**config.mk**
```make
export PLATFORM = sky130hd
export DESIGN_NAME = e203_icb2axi_bridge
export DESIGN_NICKNAME = d
export VERILOG_FILES = /design/src/rtl/e203_icb2axi_bridge.sv
export SDC_FILE = /design/constraint.sdc
export NUM_CORES = 1
export LEC_CHECK = 0
export ABC_AREA = 1
export BUFFER_PORTS_ARGS = -buffer_cell sky130_fd_sc_hd__buf_2
export CORE_UTILIZATION = 30
export DETAILED_ROUTE_END_ITERATION = 8
export GPL_TIMING_DRIVEN = 0
export HOLD_SLACK_MARGIN = 0.1
export PLACE_DENSITY = 0.61
export RECOVER_POWER = 100
export SYNTH_ARGS = -nofsm -noshare
export SYNTH_HDL_FRONTEND = slang
export SYNTH_SLANG_ARGS = --single-unit
```
**constraint.sdc**
```tcl
create_clock -name clk -period 4.7 [get_ports clk]
set_clock_uncertainty 0.2 [all_clocks]
set_input_delay 0.705 -clock clk [delete_from_list [all_inputs] [get_ports clk]]
set_output_delay 0.705 -clock clk [all_outputs]
set_load 0.05 [all_outputs]
```
**src/rtl/e203_icb2axi_bridge.sv**
```systemverilog
// E203 ICB to single-beat AXI master bridge.
// Commands are accepted one at a time. The AXI address and write-data channels
// are registered. Responses travel combinationally from R/B back to ICB, in order.
// Accepting reads and writes together while requests are outstanding is not
// allowed, so the R and B streams never interleave.
module e203_icb2axi_bridge #(
  parameter int AW         = 32,
  parameter int AXI_DW     = 64,
  parameter int OUTS_DEPTH = 4
) (
  input  logic                clk,
  input  logic                rst,
  // ICB command channel
  input  logic                icb_cmd_valid,
  output logic                icb_cmd_ready,
  input  logic [AW-1:0]       icb_cmd_addr,
  input  logic                icb_cmd_read,
  input  logic [31:0]         icb_cmd_wdata,
  input  logic [3:0]          icb_cmd_wmask,
  // ICB response channel
  output logic                icb_rsp_valid,
  input  logic                icb_rsp_ready,
  output logic                icb_rsp_err,
  output logic [31:0]         icb_rsp_rdata,
  // AXI read address channel
  output logic                axi_arvalid,
  input  logic                axi_arready,
  output logic [AW-1:0]       axi_araddr,
  output logic [3:0]          axi_arlen,
  output logic [2:0]          axi_arsize,
  output logic [1:0]          axi_arburst,
  output logic [1:0]          axi_arlock,
  output logic [3:0]          axi_arcache,
  output logic [2:0]          axi_arprot,
  // AXI write address channel
  output logic                axi_awvalid,
  input  logic                axi_awready,
  output logic [AW-1:0]       axi_awaddr,
  output logic [3:0]          axi_awlen,
  output logic [2:0]          axi_awsize,
  output logic [1:0]          axi_awburst,
  output logic [1:0]          axi_awlock,
  output logic [3:0]          axi_awcache,
  output logic [2:0]          axi_awprot,
  // AXI write data channel
  output logic                axi_wvalid,
  input  logic                axi_wready,
  output logic [AXI_DW-1:0]   axi_wdata,
  output logic [AXI_DW/8-1:0] axi_wstrb,
  output logic                axi_wlast,
  // AXI read data channel
  input  logic                axi_rvalid,
  output logic                axi_rready,
  input  logic [AXI_DW-1:0]   axi_rdata,
  input  logic [1:0]          axi_rresp,
  input  logic                axi_rlast,
  // AXI write response channel
  input  logic                axi_bvalid,
  output logic                axi_bready,
  input  logic [1:0]          axi_bresp
);

  localparam int PTR_W = $clog2(OUTS_DEPTH);
  localparam int CNT_W = PTR_W + 1;
  localparam int SW    = AXI_DW / 8;
  localparam logic [CNT_W-1:0] DEPTH_C = CNT_W'(OUTS_DEPTH);
  localparam logic [CNT_W-1:0] ZERO_C  = CNT_W'(0);

  logic [CNT_W-1:0]      cnt_r;
  logic                  dir_r;        // 1 = read direction outstanding
  logic                  ar_valid_r;
  logic                  aw_valid_r;
  logic                  w_valid_r;
  logic [AW-1:0]         ar_addr_r;
  logic [AW-1:0]         aw_addr_r;
  logic [AXI_DW-1:0]     w_data_r;
  logic [SW-1:0]         w_strb_r;
  logic [OUTS_DEPTH-1:0] lane_mem_r;   // addr[2] of each outstanding request
  logic [PTR_W-1:0]      wr_ptr_r;
  logic [PTR_W-1:0]      rd_ptr_r;

  logic                  cnt_empty_s;
  logic                  cmd_ready_s;
  logic                  accept_s;
  logic                  rsp_valid_s;
  logic                  rsp_hs_s;
  logic [AXI_DW-1:0]     wdata_pack_s;
  logic [SW-1:0]         wstrb_pack_s;
  logic [31:0]           rdata_sel_s;
  logic                  unused_s;

  assign cnt_empty_s = (cnt_r == ZERO_C);
  assign cmd_ready_s = (cnt_r < DEPTH_C) & ~ar_valid_r & ~aw_valid_r & ~w_valid_r
                     & (cnt_empty_s | (icb_cmd_read == dir_r));
  assign accept_s    = icb_cmd_valid & cmd_ready_s;
  assign rsp_valid_s = ~cnt_empty_s & (dir_r ? axi_rvalid : axi_bvalid);
  assign rsp_hs_s    = rsp_valid_s & icb_rsp_ready;

  // Lane placement of the 32-bit ICB data inside the AXI data bus
  generate
    if (AXI_DW == 64) begin : g_dw64
      assign wdata_pack_s = {icb_cmd_wdata, icb_cmd_wdata};
      assign wstrb_pack_s = icb_cmd_addr[2] ? {icb_cmd_wmask, 4'h0} : {4'h0, icb_cmd_wmask};
      assign rdata_sel_s  = lane_mem_r[rd_ptr_r] ? axi_rdata[63:32] : axi_rdata[31:0];
    end else begin : g_dw32
      logic unused_lane_s;
      assign wdata_pack_s  = icb_cmd_wdata;
      assign wstrb_pack_s  = icb_cmd_wmask;
      assign rdata_sel_s   = axi_rdata[31:0];
      assign unused_lane_s = ^{lane_mem_r, rd_ptr_r};
    end
  endgenerate

  // Single-beat responses: rlast and the low resp bits carry no information here
  assign unused_s = ^{axi_rlast, axi_rresp[0], axi_bresp[0]};

  // Read address channel: load on accepted read, hold until arready
  always_ff @(posedge clk) begin
    if (rst) begin
      ar_valid_r <= 1'b0;
      ar_addr_r  <= {AW{1'b0}};
    end else if (accept_s & icb_cmd_read) begin
      ar_valid_r <= 1'b1;
      ar_addr_r  <= icb_cmd_addr;
    end else if (axi_arready) begin
      ar_valid_r <= 1'b0;
    end
  end

  // Write address channel: load on accepted write, retire on awready independently of W
  always_ff @(posedge clk) begin
    if (rst) begin
      aw_valid_r <= 1'b0;
      aw_addr_r  <= {AW{1'b0}};
    end else if (accept_s & ~icb_cmd_read) begin
      aw_valid_r <= 1'b1;
      aw_addr_r  <= icb_cmd_addr;
    end else if (axi_awready) begin
      aw_valid_r <= 1'b0;
    end
  end

  // Write data channel: load on accepted write, retire on wready independently of AW
  always_ff @(posedge clk) begin
    if (rst) begin
      w_valid_r <= 1'b0;
      w_data_r  <= {AXI_DW{1'b0}};
      w_strb_r  <= {SW{1'b0}};
    end else if (accept_s & ~icb_cmd_read) begin
      w_valid_r <= 1'b1;
      w_data_r  <= wdata_pack_s;
      w_strb_r  <= wstrb_pack_s;
    end else if (axi_wready) begin
      w_valid_r <= 1'b0;
    end
  end

  // Outstanding counter and current direction
  always_ff @(posedge clk) begin
    if (rst) begin
      cnt_r <= ZERO_C;
      dir_r <= 1'b1;
    end else begin
      case ({accept_s, rsp_hs_s})
        2'b10:   cnt_r <= cnt_r + CNT_W'(1);
        2'b01:   cnt_r <= cnt_r - CNT_W'(1);
        default: cnt_r <= cnt_r;
      endcase
      if (accept_s) begin
        dir_r <= icb_cmd_read;
      end
    end
  end

  // Lane FIFO pointers; occupancy always equals cnt_r, so no separate level tracking
  always_ff @(posedge clk) begin
    if (rst) begin
      wr_ptr_r <= {PTR_W{1'b0}};
      rd_ptr_r <= {PTR_W{1'b0}};
    end else begin
      if (accept_s) begin
        wr_ptr_r <= wr_ptr_r + PTR_W'(1);
      end
      if (rsp_hs_s) begin
        rd_ptr_r <= rd_ptr_r + PTR_W'(1);
      end
    end
  end

  // Lane FIFO storage; contents are meaningless until written behind the write pointer
  always_ff @(posedge clk) begin
    if (accept_s) begin
      lane_mem_r[wr_ptr_r] <= icb_cmd_addr[2];
    end
  end

  assign icb_cmd_ready = cmd_ready_s;
  assign icb_rsp_valid = rsp_valid_s;
  assign icb_rsp_err   = dir_r ? axi_rresp[1] : axi_bresp[1];
  assign icb_rsp_rdata = rdata_sel_s;
  assign axi_rready    = ~cnt_empty_s & dir_r & icb_rsp_ready;
  assign axi_bready    = ~cnt_empty_s & ~dir_r & icb_rsp_ready;

  assign axi_arvalid = ar_valid_r;
  assign axi_araddr  = ar_addr_r;
  assign axi_awvalid = aw_valid_r;
  assign axi_awaddr  = aw_addr_r;
  assign axi_wvalid  = w_valid_r;
  assign axi_wdata   = w_data_r;
  assign axi_wstrb   = w_strb_r;
  assign axi_wlast   = 1'b1;

  assign axi_arlen   = 4'h0;
  assign axi_arsize  = 3'b010;
  assign axi_arburst = 2'b01;
  assign axi_arlock  = 2'b00;
  assign axi_arcache = 4'b0000;
  assign axi_arprot  = 3'b000;
  assign axi_awlen   = 4'h0;
  assign axi_awsize  = 3'b010;
  assign axi_awburst = 2'b01;
  assign axi_awlock  = 2'b00;
  assign axi_awcache = 4'b0000;
  assign axi_awprot  = 3'b000;

endmodule

```
-- Yosys cells after proc, flatten, opt, wreduce, memory -nomap -nowiden
Cells that the tools add are included.
- bitwise gates (word level): 20
- reductions and logical operators: 6
- multiplexer cells: 16
- equality and inequality tests: 3
- add/subtract/negate cells: 4
- $lt $le $gt $ge: 4
- operators by type and width (cell ; count):
    32-bit 2-to-1 mux ; 1
    1-bit AND ; 13
    1-bit 2-to-1 mux ; 10
    8-bit 2-to-1 mux ; 1
    2-bit nonzero test ; 4
    2-bit by 3-bit less-than comparator with 1-bit output (second input constant) ; 2
    1-bit inverter ; 6
    3-bit one-hot mux with 2 select lines ; 1
    2-bit by 1-bit adder with 2-bit output (second input constant) ; 2
    4-bit bitwise mux ; 1
    3-bit by 1-bit adder with 3-bit output (second input constant) ; 1
    3-bit zero test ; 1
    3-bit less-than comparator (second input constant) ; 1
    3-bit by 1-bit subtractor with 3-bit output (second input constant) ; 1
    1-bit binary-select mux with 2-bit select ; 1
    1-bit demux with 2-bit select ; 1
    2-bit by 1-bit equality test with 1-bit output (second input constant) ; 1
    2-bit equality test (second input constant) ; 1
    2-bit by 1-bit >= comparator with 1-bit output (second input constant) ; 1
    1-bit equality test ; 1
    1-bit logical AND ; 1
    1-bit OR ; 1
- output and inout bits: 213
- logic and storage cells: 65
- input port bits: 147
- register bits: 151

-- Longest topological paths before layout
- word-level depth: 8
- mapped depth: 14
- depth with buffers taken out: 12

-- Worst setup path after synthesis
Ideal clock, no wire load.
- kind: register -> output
- start: register rd_ptr_r[0]
- end: output port icb_rsp_rdata[0]
- arrival: 2.089 ns
- path buffers: 2
- slack: 1.706 ns
- data required time: 3.795 ns
- cell stages (with the launch flop): 7
- path through: dfxtp_1 inv_1 nor2_1 o22a_1 buf_2 buf_1 o21ai_0
- longest elaborated chain between the ends: 3
- RTL lines (item ; line ; text):
    from (decl) ; 80 ; logic [PTR_W-1:0] rd_ptr_r;
    from (signal assigned) ; 179 ; rd_ptr_r <= {PTR_W{1'b0}};
    from (signal assigned) ; 185 ; rd_ptr_r <= rd_ptr_r + PTR_W'(1);
    1-bit binary-select mux with 2-bit select ; 104 ; assign rdata_sel_s = lane_mem_r[rd_ptr_r] ? axi_rdata[63:32] : axi_rdata[31:0];
    1-bit 2-to-1 mux (not written as such) ; 104 ;
    32-bit 2-to-1 mux ; 104 ;
    to (decl) ; 24 ; output logic [31:0] icb_rsp_rdata,
No other way between the ends. The select of a mux whose other input is x is not followed.

-- Worst setup path in the final report
- start: input port icb_cmd_read
- end: output port icb_cmd_ready
- longest elaborated chain between the ends: 3
- RTL lines (item ; line ; text):
    from (decl) ; 17 ; input logic icb_cmd_read,
    1-bit equality test ; 94 ; & (cnt_empty_s | (icb_cmd_read == dir_r));
    1-bit OR ; 94 ;
    1-bit AND ; 94 ;
    to (decl) ; 15 ; output logic icb_cmd_ready,
No other way between the ends.

==> metrics <==
status finished clean; wire length of the first global-routing pass roughly 32000 µm; Non-Filler Instances ~1400; commonest cells after routing, fill and taps aside clkbuf_1 (232), nand2_1 (157), buf_2 (147); Worst Path Class, Setup primary input to output pin; leading cell type in the layout, fill and taps excluded clkbuf_1; FF+latch area about 0.0024 mm²; initial antenna violation count 1; row count 50; gr ovfl total 0; sequential-to-total area share from yosys stat 0.4234; Final period util 0.8175; share of cells above drive strength 1 0.2175; largest net degree at the start of global routing 17; Worst setup SP type primary input; Max-slew headroom 0.2780; fin. max-slew vios 0; CTS clk-pin slew, worst paths roughly 0.06 ns; dominant cells by area after synthesis dfxtp_1 (40%), nand4_1 (12%), nand2_1 (10%); Die Span Y around 140 µm; Mapped Cells between 700 and 800; VDD IR max between 0.0002 and 0.0003 V; die area slightly below 0.02 mm²; Synth area leader dfxtp_1; post-synthesis average cell area 7.431 µm²; CP max FO 10; Slew @ Worst Pin approximately 1.1 ns; area of the multi-input gates between 0.002 and 0.0025 mm²; sequential power share 0.258; internal power roughly 2.4 mW; HP Class flop to flop; Sw Pwr ~2.4 mW; Die X about 140 µm; placed cell areas 0.007732 mm²; worst reg-to-reg setup slack 1.11 ns; Vias 6398; Post-CTS Hold Fix Bufs 0; DRC viols 0; maximum root-to-sink buffer count 2; Net count, final roughly 1300; vias in the first global route between 5000 and 6000; Syn Std Cell Area 0.005722 mm²; power per cell area about 600 mW/mm²; PortBufs approximately 320; fin util 0.4304; Initial Util 0.3059; Tot GR Track Use 0.2178; Routed WL per cell between 15 and 20 µm; # IOs 360; DR iter-0 viols ~380; Post-Route WL between 20000 and 25000 µm; Setup TNS 0 ns; post_cts resized 0; ANT nets after route 0; Clk pwr share 0.261; Clock Latency Late Sink 0.41 ns; CP Capture Type output pin; share of the synthesized area in the top cell type 0.4024; htree depth 4; Syn. warnings 0; logic gate share of total power 0.482; unrepaired setup endpoints after global routing false; TritonCTS clock tree yes; Pleak around 3.5 nW; # diodes 0; fmax 0.2602 GHz; Root Driver clkbuf_16; CTS sink cnt ~120; endpoints failing hold 0; Setup Fix Bufs, Post-CTS 0; area of the core 0.01871 mm²; Yosys cell types 20; WP data arrival a little under 3 ns; cts bufs inserted 17; synthesis-to-layout area growth 40.70%; Post-DP HPWL 16900 µm; Min Hold Slack 0.2618 ns; register bit count reported by yosys 119; via/cell ratio roughly 4.6; min Tclk post-route 3.842 ns; fillers about 2000; critical path required time approximately 3.8 ns; Switching Share 0.5045; Final GP Congestion just over 0.8; design area a little over 0.008 mm²; drt first pass iters 5; Inst Count DP 1356; setup violators final 0; max-cap viol count 0
-- metrics by stage --
step / power, mW / worst slack, ns
after floorplan: 3.046 / 1.706
after global placement: 3.691 / 1.518
after detailed placement: 3.694 / 1.529
after CTS: 4.958 / 1.374
after global routing: 5.049 / 0.6377
final: 4.802 / 0.8575
-- layer usage --
metal / track usage / vias up / wire [µm]
li1: - / 3241 / -
met1: 0.2453 / 2879 / 8713
met2: 0.3900 / 244 / 11240
met3: 0.06359 / 32 / 1523
met4: 0.07519 / 2 / 447
met5: 0 / - / 11
-- cell usage after synthesis --
library cell / n
a21oi_1: 114
a21oi_4: 1
buf_1: 2
buf_2: 15
buf_4: 78
clkbuf_1: 40
conb_1: 2
dfxtp_1: 115
edfxtp_1: 4
fa_1: 1
ha_1: 5
inv_1: 61
inv_2: 2
nand2_1: 157
nand3_1: 5
nand4_1: 106
nor2_1: 19
nor3_1: 3
o21ai_0: 39
o22a_1: 1
-- critical path, stage by stage --
cell and delay [ns]:
clkbuf_1 0.31, clkinv_1 0.15, nand2_1 0.08, nand2_1 0.08, a21oi_1 0.84, clkbuf_1 0.43, buf_2 0.35
-- sequential cells by signal, summed over array words and instances, names as in the netlist --
name         cells
axi_araddr      32
axi_arvalid      1
axi_awaddr      32
axi_awvalid      1
axi_wdata       32
axi_wstrb        8
axi_wvalid       1
cnt_r            3
dir_r            1
lane_mem_r       4
rd_ptr_r         2
wr_ptr_r         2
-- area by class of cell --
| type | instances | share of cell area |
|---|---|---|
| multi-input combinational | 488 | 0.2938 |
| tap | 234 | 0.03637 |
| clock inverter | 10 | 0.01197 |
| buffer | 135 | 0.09854 |
| timing repair buffer | 317 | 0.1700 |
| clock buffer | 22 | 0.05906 |
| inverter | 63 | 0.02938 |
| sequential | 119 | 0.3009 |
-- power by group through the flow --
stage	clock [mW]	sequential (mW)	combinational (mW)
after floorplan	0	1.62	1.42
after global placement	0	1.25	2.44
after detailed placement	0	1.25	2.44
after CTS	1.28	1.23	2.45
after global routing	1.33	1.25	2.47
final	1.25	1.24	2.31
-- kinds of logic (layout without fill, tap and decap cells) --
group           count (synthesis)  count (layout)  share of synthesized area
flops                         119             119                     0.4234
other cells                     2              37                   0.001313
simple gates                  290             290                     0.2384
compound gates                155             155                     0.1382
buf+inv                       198             547                     0.1843
fa+ha+maj                       6               6                    0.01443
-- final timing paths --
path                   from              to  depth (start not counted)
max            icb_cmd_read   icb_cmd_ready                          7
min          axi_awaddr[22]  axi_awaddr[22]                          2
max reg2reg           dir_r        cnt_r[1]                         12
min reg2reg  axi_awaddr[22]  axi_awaddr[22]                          2
No activity file was read; power rests on OpenSTA's default activity.
